$ cat src/rtl/qfix_pkg.sv
// Shared definitions for the Q-format multiplier family:
// special-value patterns, FSM states and status flag positions.
package qfix_pkg;

  localparam int MAXW = 128;

  typedef enum logic [2:0] {
    S_IDLE,
    S_SPECIAL,
    S_MUL,
    S_NORM,
    S_DONE
  } state_e;

  localparam int FLAG_NAN = 3;
  localparam int FLAG_OVF = 2;
  localparam int FLAG_UNF = 1;
  localparam int FLAG_INX = 0;

  // Patterns are built MAXW wide; callers truncate to their width.
  function automatic logic [MAXW-1:0] NAN_PAT(input int w);
    logic [MAXW-1:0] one;
    one = {{(MAXW-1){1'b0}}, 1'b1};
    return one << (w - 1);
  endfunction

  function automatic logic [MAXW-1:0] POS_INF_PAT(input int w);
    logic [MAXW-1:0] one;
    one = {{(MAXW-1){1'b0}}, 1'b1};
    return NAN_PAT(w) - one;
  endfunction

  function automatic logic [MAXW-1:0] NEG_INF_PAT(input int w);
    logic [MAXW-1:0] one;
    one = {{(MAXW-1){1'b0}}, 1'b1};
    return NAN_PAT(w) | one;
  endfunction

endpackage

$ cat src/rtl/qfix_decode.sv
// Classifies a Q-format operand into sign / NaN / infinity / zero.
// Every other pattern is an ordinary finite value.
module qfix_decode
  import qfix_pkg::*;
#(
  parameter int WIDTH = 64
) (
  input  logic [WIDTH-1:0] x_i,
  output logic             sign_o,
  output logic             nan_o,
  output logic             inf_o,
  output logic             zero_o
);

  localparam logic [WIDTH-1:0] NAN_V  = WIDTH'(NAN_PAT(WIDTH));
  localparam logic [WIDTH-1:0] PINF_V = WIDTH'(POS_INF_PAT(WIDTH));
  localparam logic [WIDTH-1:0] NINF_V = WIDTH'(NEG_INF_PAT(WIDTH));

  assign sign_o = x_i[WIDTH-1];
  assign nan_o  = (x_i == NAN_V);
  assign inf_o  = (x_i == PINF_V) || (x_i == NINF_V);
  assign zero_o = (x_i == '0);

endmodule

$ cat src/rtl/qfix_mul_iter.sv
// Iterative signed Q-format multiplier: digit-serial shift-add on
// magnitudes, then round/saturate, with valid/ready on both sides.
module qfix_mul_iter
  import qfix_pkg::*;
#(
  parameter int WIDTH         = 64,
  parameter int FRAC          = 48,
  parameter int DIGIT_BITS    = 4,
  parameter int ROUND_NEAREST = 0
) (
  input  logic             clk,
  input  logic             reset,
  input  logic             in_valid,
  output logic             in_ready,
  input  logic [WIDTH-1:0] a,
  input  logic [WIDTH-1:0] b,
  output logic             out_valid,
  input  logic             out_ready,
  output logic [WIDTH-1:0] res,
  output logic [3:0]       flags
);

  localparam int N  = WIDTH / DIGIT_BITS;
  localparam int PW = 2 * WIDTH;
  localparam int CW = $clog2(N + 1);
  localparam int RB = (FRAC > 0) ? FRAC - 1 : 0;

  localparam logic [PW-1:0] ONE_P = PW'(1);
  localparam logic [PW-1:0] FMASK = (ONE_P << FRAC) - ONE_P;
  localparam logic [PW-1:0] MAXM  = (ONE_P << (WIDTH - 1)) - ONE_P;

  localparam logic [WIDTH-1:0] NAN_V  = WIDTH'(NAN_PAT(WIDTH));
  localparam logic [WIDTH-1:0] PINF_V = WIDTH'(POS_INF_PAT(WIDTH));
  localparam logic [WIDTH-1:0] NINF_V = WIDTH'(NEG_INF_PAT(WIDTH));

  logic sa, na, ia, za;
  logic sb, nb, ib, zb;

  qfix_decode #(.WIDTH(WIDTH)) u_dec_a (
    .x_i   (a),
    .sign_o(sa),
    .nan_o (na),
    .inf_o (ia),
    .zero_o(za)
  );

  qfix_decode #(.WIDTH(WIDTH)) u_dec_b (
    .x_i   (b),
    .sign_o(sb),
    .nan_o (nb),
    .inf_o (ib),
    .zero_o(zb)
  );

  state_e           state_q, state_d;
  logic [PW-1:0]    acc_q, acc_d;
  logic [PW-1:0]    ma_q, ma_d;
  logic [WIDTH-1:0] mb_q, mb_d;
  logic [CW-1:0]    cnt_q, cnt_d;
  logic             sign_q, sign_d;
  logic             nan_q, nan_d;
  logic             inf_q, inf_d;
  logic [WIDTH-1:0] res_q, res_d;
  logic [3:0]       flags_q, flags_d;

  logic [WIDTH-1:0] mag_a, mag_b;
  logic [PW-1:0]    pp, m, mr;
  logic             rbit, inx;
  logic             any_spec, spec_nan;

  always_comb begin
    mag_a    = sa ? -a : a;
    mag_b    = sb ? -b : b;
    any_spec = na | nb | ia | ib | za | zb;
    spec_nan = na | nb | (ia & zb) | (ib & za);
    // One radix-2^DIGIT_BITS partial product per cycle.
    pp = '0;
    for (int j = 0; j < DIGIT_BITS; j++) begin
      if (mb_q[j]) pp = pp + (ma_q << j);
    end
    m    = acc_q >> FRAC;
    rbit = (ROUND_NEAREST != 0) && (FRAC > 0) && acc_q[RB];
    mr   = m + PW'(rbit);
    inx  = |(acc_q & FMASK);
  end

  always_comb begin
    state_d = state_q;
    acc_d   = acc_q;
    ma_d    = ma_q;
    mb_d    = mb_q;
    cnt_d   = cnt_q;
    sign_d  = sign_q;
    nan_d   = nan_q;
    inf_d   = inf_q;
    res_d   = res_q;
    flags_d = flags_q;
    unique case (state_q)
      S_IDLE: begin
        if (in_valid) begin
          sign_d  = sa ^ sb;
          nan_d   = spec_nan;
          inf_d   = (ia | ib) & ~spec_nan;
          acc_d   = '0;
          ma_d    = PW'(mag_a);
          mb_d    = mag_b;
          cnt_d   = '0;
          state_d = any_spec ? S_SPECIAL : S_MUL;
        end
      end
      S_SPECIAL: begin
        flags_d = '0;
        unique case (1'b1)
          nan_q: begin
            res_d             = NAN_V;
            flags_d[FLAG_NAN] = 1'b1;
          end
          inf_q:   res_d = sign_q ? NINF_V : PINF_V;
          default: res_d = '0;
        endcase
        state_d = S_DONE;
      end
      S_MUL: begin
        acc_d = acc_q + pp;
        ma_d  = ma_q << DIGIT_BITS;
        mb_d  = mb_q >> DIGIT_BITS;
        cnt_d = cnt_q + CW'(1);
        if (cnt_q == CW'(N - 1)) state_d = S_NORM;
      end
      S_NORM: begin
        flags_d           = '0;
        flags_d[FLAG_INX] = inx;
        if (mr >= MAXM) begin
          res_d             = sign_q ? NINF_V : PINF_V;
          flags_d[FLAG_OVF] = 1'b1;
        end else if (mr == '0 && acc_q != '0) begin
          res_d             = '0;
          flags_d[FLAG_UNF] = 1'b1;
        end else begin
          // A zero magnitude here comes out as +0 either way.
          res_d = sign_q ? -mr[WIDTH-1:0] : mr[WIDTH-1:0];
        end
        state_d = S_DONE;
      end
      S_DONE: begin
        if (out_ready) state_d = S_IDLE;
      end
      default: state_d = S_IDLE;
    endcase
  end

  always_ff @(posedge clk) begin
    if (reset) begin
      state_q <= S_IDLE;
      acc_q   <= '0;
      ma_q    <= '0;
      mb_q    <= '0;
      cnt_q   <= '0;
      sign_q  <= 1'b0;
      nan_q   <= 1'b0;
      inf_q   <= 1'b0;
      res_q   <= '0;
      flags_q <= '0;
    end else begin
      state_q <= state_d;
      acc_q   <= acc_d;
      ma_q    <= ma_d;
      mb_q    <= mb_d;
      cnt_q   <= cnt_d;
      sign_q  <= sign_d;
      nan_q   <= nan_d;
      inf_q   <= inf_d;
      res_q   <= res_d;
      flags_q <= flags_d;
    end
  end

  assign in_ready  = (state_q == S_IDLE);
  assign out_valid = (state_q == S_DONE);
  assign res       = res_q;
  assign flags     = flags_q;

endmodule
$ cat config.mk
export PLATFORM = sky130hd
export DESIGN_NAME = qfix_mul_iter
export DESIGN_NICKNAME = d
export VERILOG_FILES = /design/src/rtl/qfix_pkg.sv /design/src/rtl/qfix_decode.sv /design/src/rtl/qfix_mul_iter.sv
export SDC_FILE = /design/constraint.sdc
export NUM_CORES = 2
export LEC_CHECK = 0
export ABC_AREA = 1
export ABC_CLOCK_PERIOD_IN_PS = 18600
export CAP_MARGIN = 10
export CORE_ASPECT_RATIO = 1.5
export CORE_MARGIN = 2
export CORE_UTILIZATION = 67
export CTS_CLUSTER_SIZE = 8
export DETAILED_ROUTE_END_ITERATION = 6
export PLACE_DENSITY = 0.86
export SYNTH_ARGS = -nofsm -noshare
export SYNTH_HDL_FRONTEND = slang
export SYNTH_SLANG_ARGS = --single-unit
$ cat constraint.sdc
create_clock -name clk -period 18.6 [get_ports clk]
set_clock_uncertainty 0.05 [all_clocks]
set_input_delay 3.72 -clock clk [delete_from_list [all_inputs] [get_ports clk]]
set_output_delay 3.72 -clock clk [all_outputs]
set_load 0.03 [all_outputs]
==> impl_metrics.toml, run 1 <==
[cts]
postCtsSetupBuffers = 0
cts_buffers = 57
cts_root_buf = "clkbuf_16"
ctsResizeCount = 0
cts-hold-fix-buffers = 0
clk_path_buf_depth = 3
cts.sinks = 399
htree_levels = 2

[placed_design]
gp_congestion = 1.38
post-dp-hpwl_um = 233000
portBuffers = 201
dpl-instance-area_um2 = 67300

[synthesis]
yosysTopAreaCellShare_pct = 17.0
synth_cell_types = 69
avgSynthCellArea_um2 = 5.45
ys_seq_elements = 399
netlist_area_um2 = 64500
synth_edf_count = 0
ys.flop_type = "dfxtp_1"
synthArstFlopShare_pct = 0
syn_nets = 12500
synth.area.top_cells = "nand2_1 17%, dfxtp_1 12%, a21oi_1 10%, ha_1 9.7%, inv_1 9.2%"
yosys.area.top_type = "nand2_1"
ys_seq_area_share_pct = 12.4
yosys_warnings = 0
syn-instance-count = 11800

[floorplanning]
io_pins = 202
start_util_pct = 67.4
num_rows = 139
fp.dieW_um = 257
chipHeight_um = 384

[status]
lastStage = "global routing (5_1_grt)"
status = "stopped before the end"
firstError = "[ERROR GRT-0116] Global routing finished with congestion. Check the congestion regions in the DRC Viewer."

[global_route]
grt_overflow = 202
grt_max_degree = 175
grt_usage_pct = 65.1
grt_pass1_vias = 86400
grt_pass1_wl_um = 503000
[through the flow]
stage	setup slack, ns	instances
after global placement	5.76	13100
after floorplan	9.51	11800
after detailed placement	6.07	13100
after CTS	5.99	13100
[synth_stat cells, types with 43 or more instances]
cell and n:
buf_1 43, dfxtp_1 399, o21ai_0 943, o21ai_1 105
nand4_1 93, xor2_1 185, nor2_1 1552, or2_2 99
o21bai_1 66, nor3_1 161, nand3_1 591, o21a_1 75
clkbuf_1 230, ha_1 500, a21oi_1 1346, nor4_1 106
inv_1 1583, nand3b_1 54, nand2_1 2913, a31oi_1 270
a21o_1 73, xnor2_1 141
[logic make-up after synthesis]
| group | Yosys count | share of synthesized area, % |
|---|---|---|
| flip-flops | 399 | 12.4 |
| adder cells (fa/ha/maj) | 504 | 9.82 |
| multiplexers | 3 | 0.0466 |
| buffers and inverters | 1884 | 11.0 |
| AO/OA/AOI/OAI | 3051 | 25.9 |
| XOR/XNOR | 327 | 4.45 |
| AND/OR/NAND/NOR | 5668 | 36.4 |
[metal layers]
layer | global-route usage [%] | overflow
met1 | 66.1 | 0
met2 | 86.7 | 110
met4 | 67.9 | 90
met3 | 41.2 | 1
met5 | 7.21 | 1
==> run 2, diff against run 1 <==
--- a/config.mk
+++ b/config.mk
@@ -8,12 +8,10 @@
 export ABC_AREA = 1
 export ABC_CLOCK_PERIOD_IN_PS = 18600
 export CAP_MARGIN = 10
-export CORE_ASPECT_RATIO = 1.5
 export CORE_MARGIN = 2
-export CORE_UTILIZATION = 67
-export CTS_CLUSTER_SIZE = 8
+export CORE_UTILIZATION = 40
 export DETAILED_ROUTE_END_ITERATION = 6
-export PLACE_DENSITY = 0.86
+export PLACE_DENSITY_LB_ADDON = 0.15
 export SYNTH_ARGS = -nofsm -noshare
 export SYNTH_HDL_FRONTEND = slang
 export SYNTH_SLANG_ARGS = --single-unit
==> run 2 against run 1 <==
  * The flow now finishes, with violations (DRC)
  * Synthesized cell count is the same
  * Synthesized area is the same
==> impl_metrics.toml, run 2 <==
[floorplanning]
chipHeight_um = 406
io_pins = 202
dieArea_um2 = 164000
core_area_um2 = 160000
start_util_pct = 40.2
fp.dieW_um = 406
num_rows = 147

[sta]
finalCritPeriodShare_pct = 75.8
slew_headroom_pct = 6.23
rsz0062_at_grt = "no"
fin_setup_tns_ns = 0
max_freq_ghz = 0.0709
slew_violations = 0
finalHoldViolations = 0
min_period_ns = 14.10
setup_viol_count_final = 0
tightest_slew_ns = 1.39
worst_slack_ns = 4.50

[global_route]
antenna_found_initial = 12
grt_usage_pct = 39.6
grt_pass1_vias = 76000
grt_overflow = 0
grt_max_degree = 180
grt_pass1_wl_um = 487000

[placed_design]
dp_slack_ns = 5.01
dpl-instance-area_um2 = 68500
gp_congestion = 1.09
portBuffers = 201
post-dp-hpwl_um = 287000

[synthesis]
synth-compound-area-share_pct = 25.9
syn_nets = 12500
syn-instance-count = 11800
yosysMostFrequentCell = "nand2_1"
ys.flop_type = "dfxtp_1"
yosys.area.top_type = "nand2_1"
synthArstFlopShare_pct = 0
synth-xor-area-share_pct = 4.45
yosys.area_share.simple_pct = 36.4
netlist_area_um2 = 64500
synth_common_cells = "2913 x nand2_1, 1583 x inv_1, 1552 x nor2_1"
synthAdderAreaFrac_pct = 9.82
ys_seq_area_share_pct = 12.4
synth_cell_types = 69
synth_top_family_by_area = "simple AND/OR/NAND/NOR gates"
synth_edf_count = 0
synthMuxAreaShare_pct = 0.0466
avgSynthCellArea_um2 = 5.45
ys_seq_elements = 399
synth.area.top_cells = "nand2_1 17%, dfxtp_1 12%, a21oi_1 10%, ha_1 9.7%, inv_1 9.2%"
yosysTopAreaCellShare_pct = 17.0
yosys_warnings = 0

[setup_path]
crit_path_top_delay_cell = "nor4_1"
critPathLaunchType = "flip-flop"
crit_top_cell = "nand2_1"
endpoint_kind = "flip-flop"
cp_max_fo = 90
required_ns = 19.08
critPathKind = "reg -> reg"
arrival_ns = 14.59
slowest_delay_ns = 0.95

[finish]
final_common_cell = "nand2_1"
final_nets = 12500
final_cell_mix = "2912 x nand2_1, 1580 x inv_1, 1549 x nor2_1, 1346 x a21oi_1, 943 x o21ai_0"
diodes = 0
n_fill_cell = 18100
drive_gt1_share_pct = 2.70
utilization_pct = 43.8
synthToLayoutAreaGrowth_pct = 8.98
stdcell_area_um2 = 70300
largestRegisters = "acc_q: 128 flops, ma_q: 128 flops"

[cts]
cts_tree = "done"
cts_root_buf = "clkbuf_16"
postCtsSetupBuffers = 0
ctsResizeCount = 0
cts-hold-fix-buffers = 0
cts_buffers = 52
clk_pin_slew_ns = 0.07
clk_path_buf_depth = 3
cts.sinks = 399
htree_levels = 2
clk_latency_ns = 0.73

[run]
cap_violations = 0

[routing]
wl_per_cell_um = 24.2
via_per_inst = 5.90
wirelength_um = 341000
ant_nets = 0
num_vias = 82800
dr.pass1.iters = 7
drcViolationCount = 3
drt_iter0_drc = 9902

[power]
leakagePower_nw = 29.8
ir_drop_v = 0.000120
powerDensity_nw_per_um2 = 79.4

[status]
violations = "DRC"
status = "finished, violations left"

[worst_hold_path]
hold_path.class = "reg -> reg"
## run 2: critical path, delay by kind of cell, from the launching register on
| family | cells | cell delay [ns] |
|---|---|---|
| AND/OR/NAND/NOR | 30 | 6.26 |
| AO/OA/AOI/OAI | 11 | 3.09 |
| buffers and inverters | 10 | 1.77 |
| adder cells (fa/ha/maj) | 4 | 1.49 |
| flip-flops | 1 | 0.80 |
| XOR/XNOR | 2 | 0.27 |
## run 2: layout make-up
class | count | area (µm²) | area share (%)
flip-flops and latches | 399 | 8000 | 11.4
clock buffers | 65 | 1420 | 2.02
clock inverters | 28 | 357 | 0.507
repair buffers | 251 | 2390 | 3.40
multi-input cells | 9553 | 49400 | 70.3
inverters | 1592 | 5990 | 8.52
well taps | 2160 | 2700 | 3.85
## run 2: metal layers
metal / vias up / global-route usage (%) / routed length (µm)
li1: 39300 / - / -
met1: 38500 / 53.8 / 146000
met2: 4356 / 59.5 / 140000
met3: 711 / 7.24 / 33700
met4: 18 / 20.1 / 20300
met5: - / 0 / 103
## run 2: path summary, 6_finish.rpt
path / startpoint / end / slack (ns) / cells past startpoint
max: mb_q[0] / acc_q[123] / 4.50 / 57
min: cnt_q[3] / cnt_q[3] / 0.41 / 2
max reg2reg: mb_q[0] / acc_q[123] / 4.50 / 57
min reg2reg: cnt_q[3] / cnt_q[3] / 0.41 / 2
## run 2: power by group
group | switching [W] | internal [W] | leakage (nW) | total, W
Clock | 0.000484 | 0.000617 | 0.854 | 0.00110
Sequential | 0.000253 | 0.000969 | 3.24 | 0.00122
Combinational | 0.00233 | 0.000929 | 25.7 | 0.00326
## run 2: through the flow
step / hold slack (ns) / total power, W / cells
finish: 0.410 / 0.00558 / 14000
floorplan: 0.394 / 0.00323 / 11800
detailed placement: 0.404 / 0.00437 / 14000
global placement: 0.400 / 0.00434 / 14000
global route: 0.434 / 0.00590 / 14000
CTS: 0.413 / 0.00549 / 14000
## run 2: logic make-up after synthesis
family | count (synthesis)
compound gates | 3051
xor+xnor | 327
fa+ha+maj | 504
buf+inv | 1884
flops | 399
mux | 3
simple gates | 5668
Power figures use the tool's default switching activity.
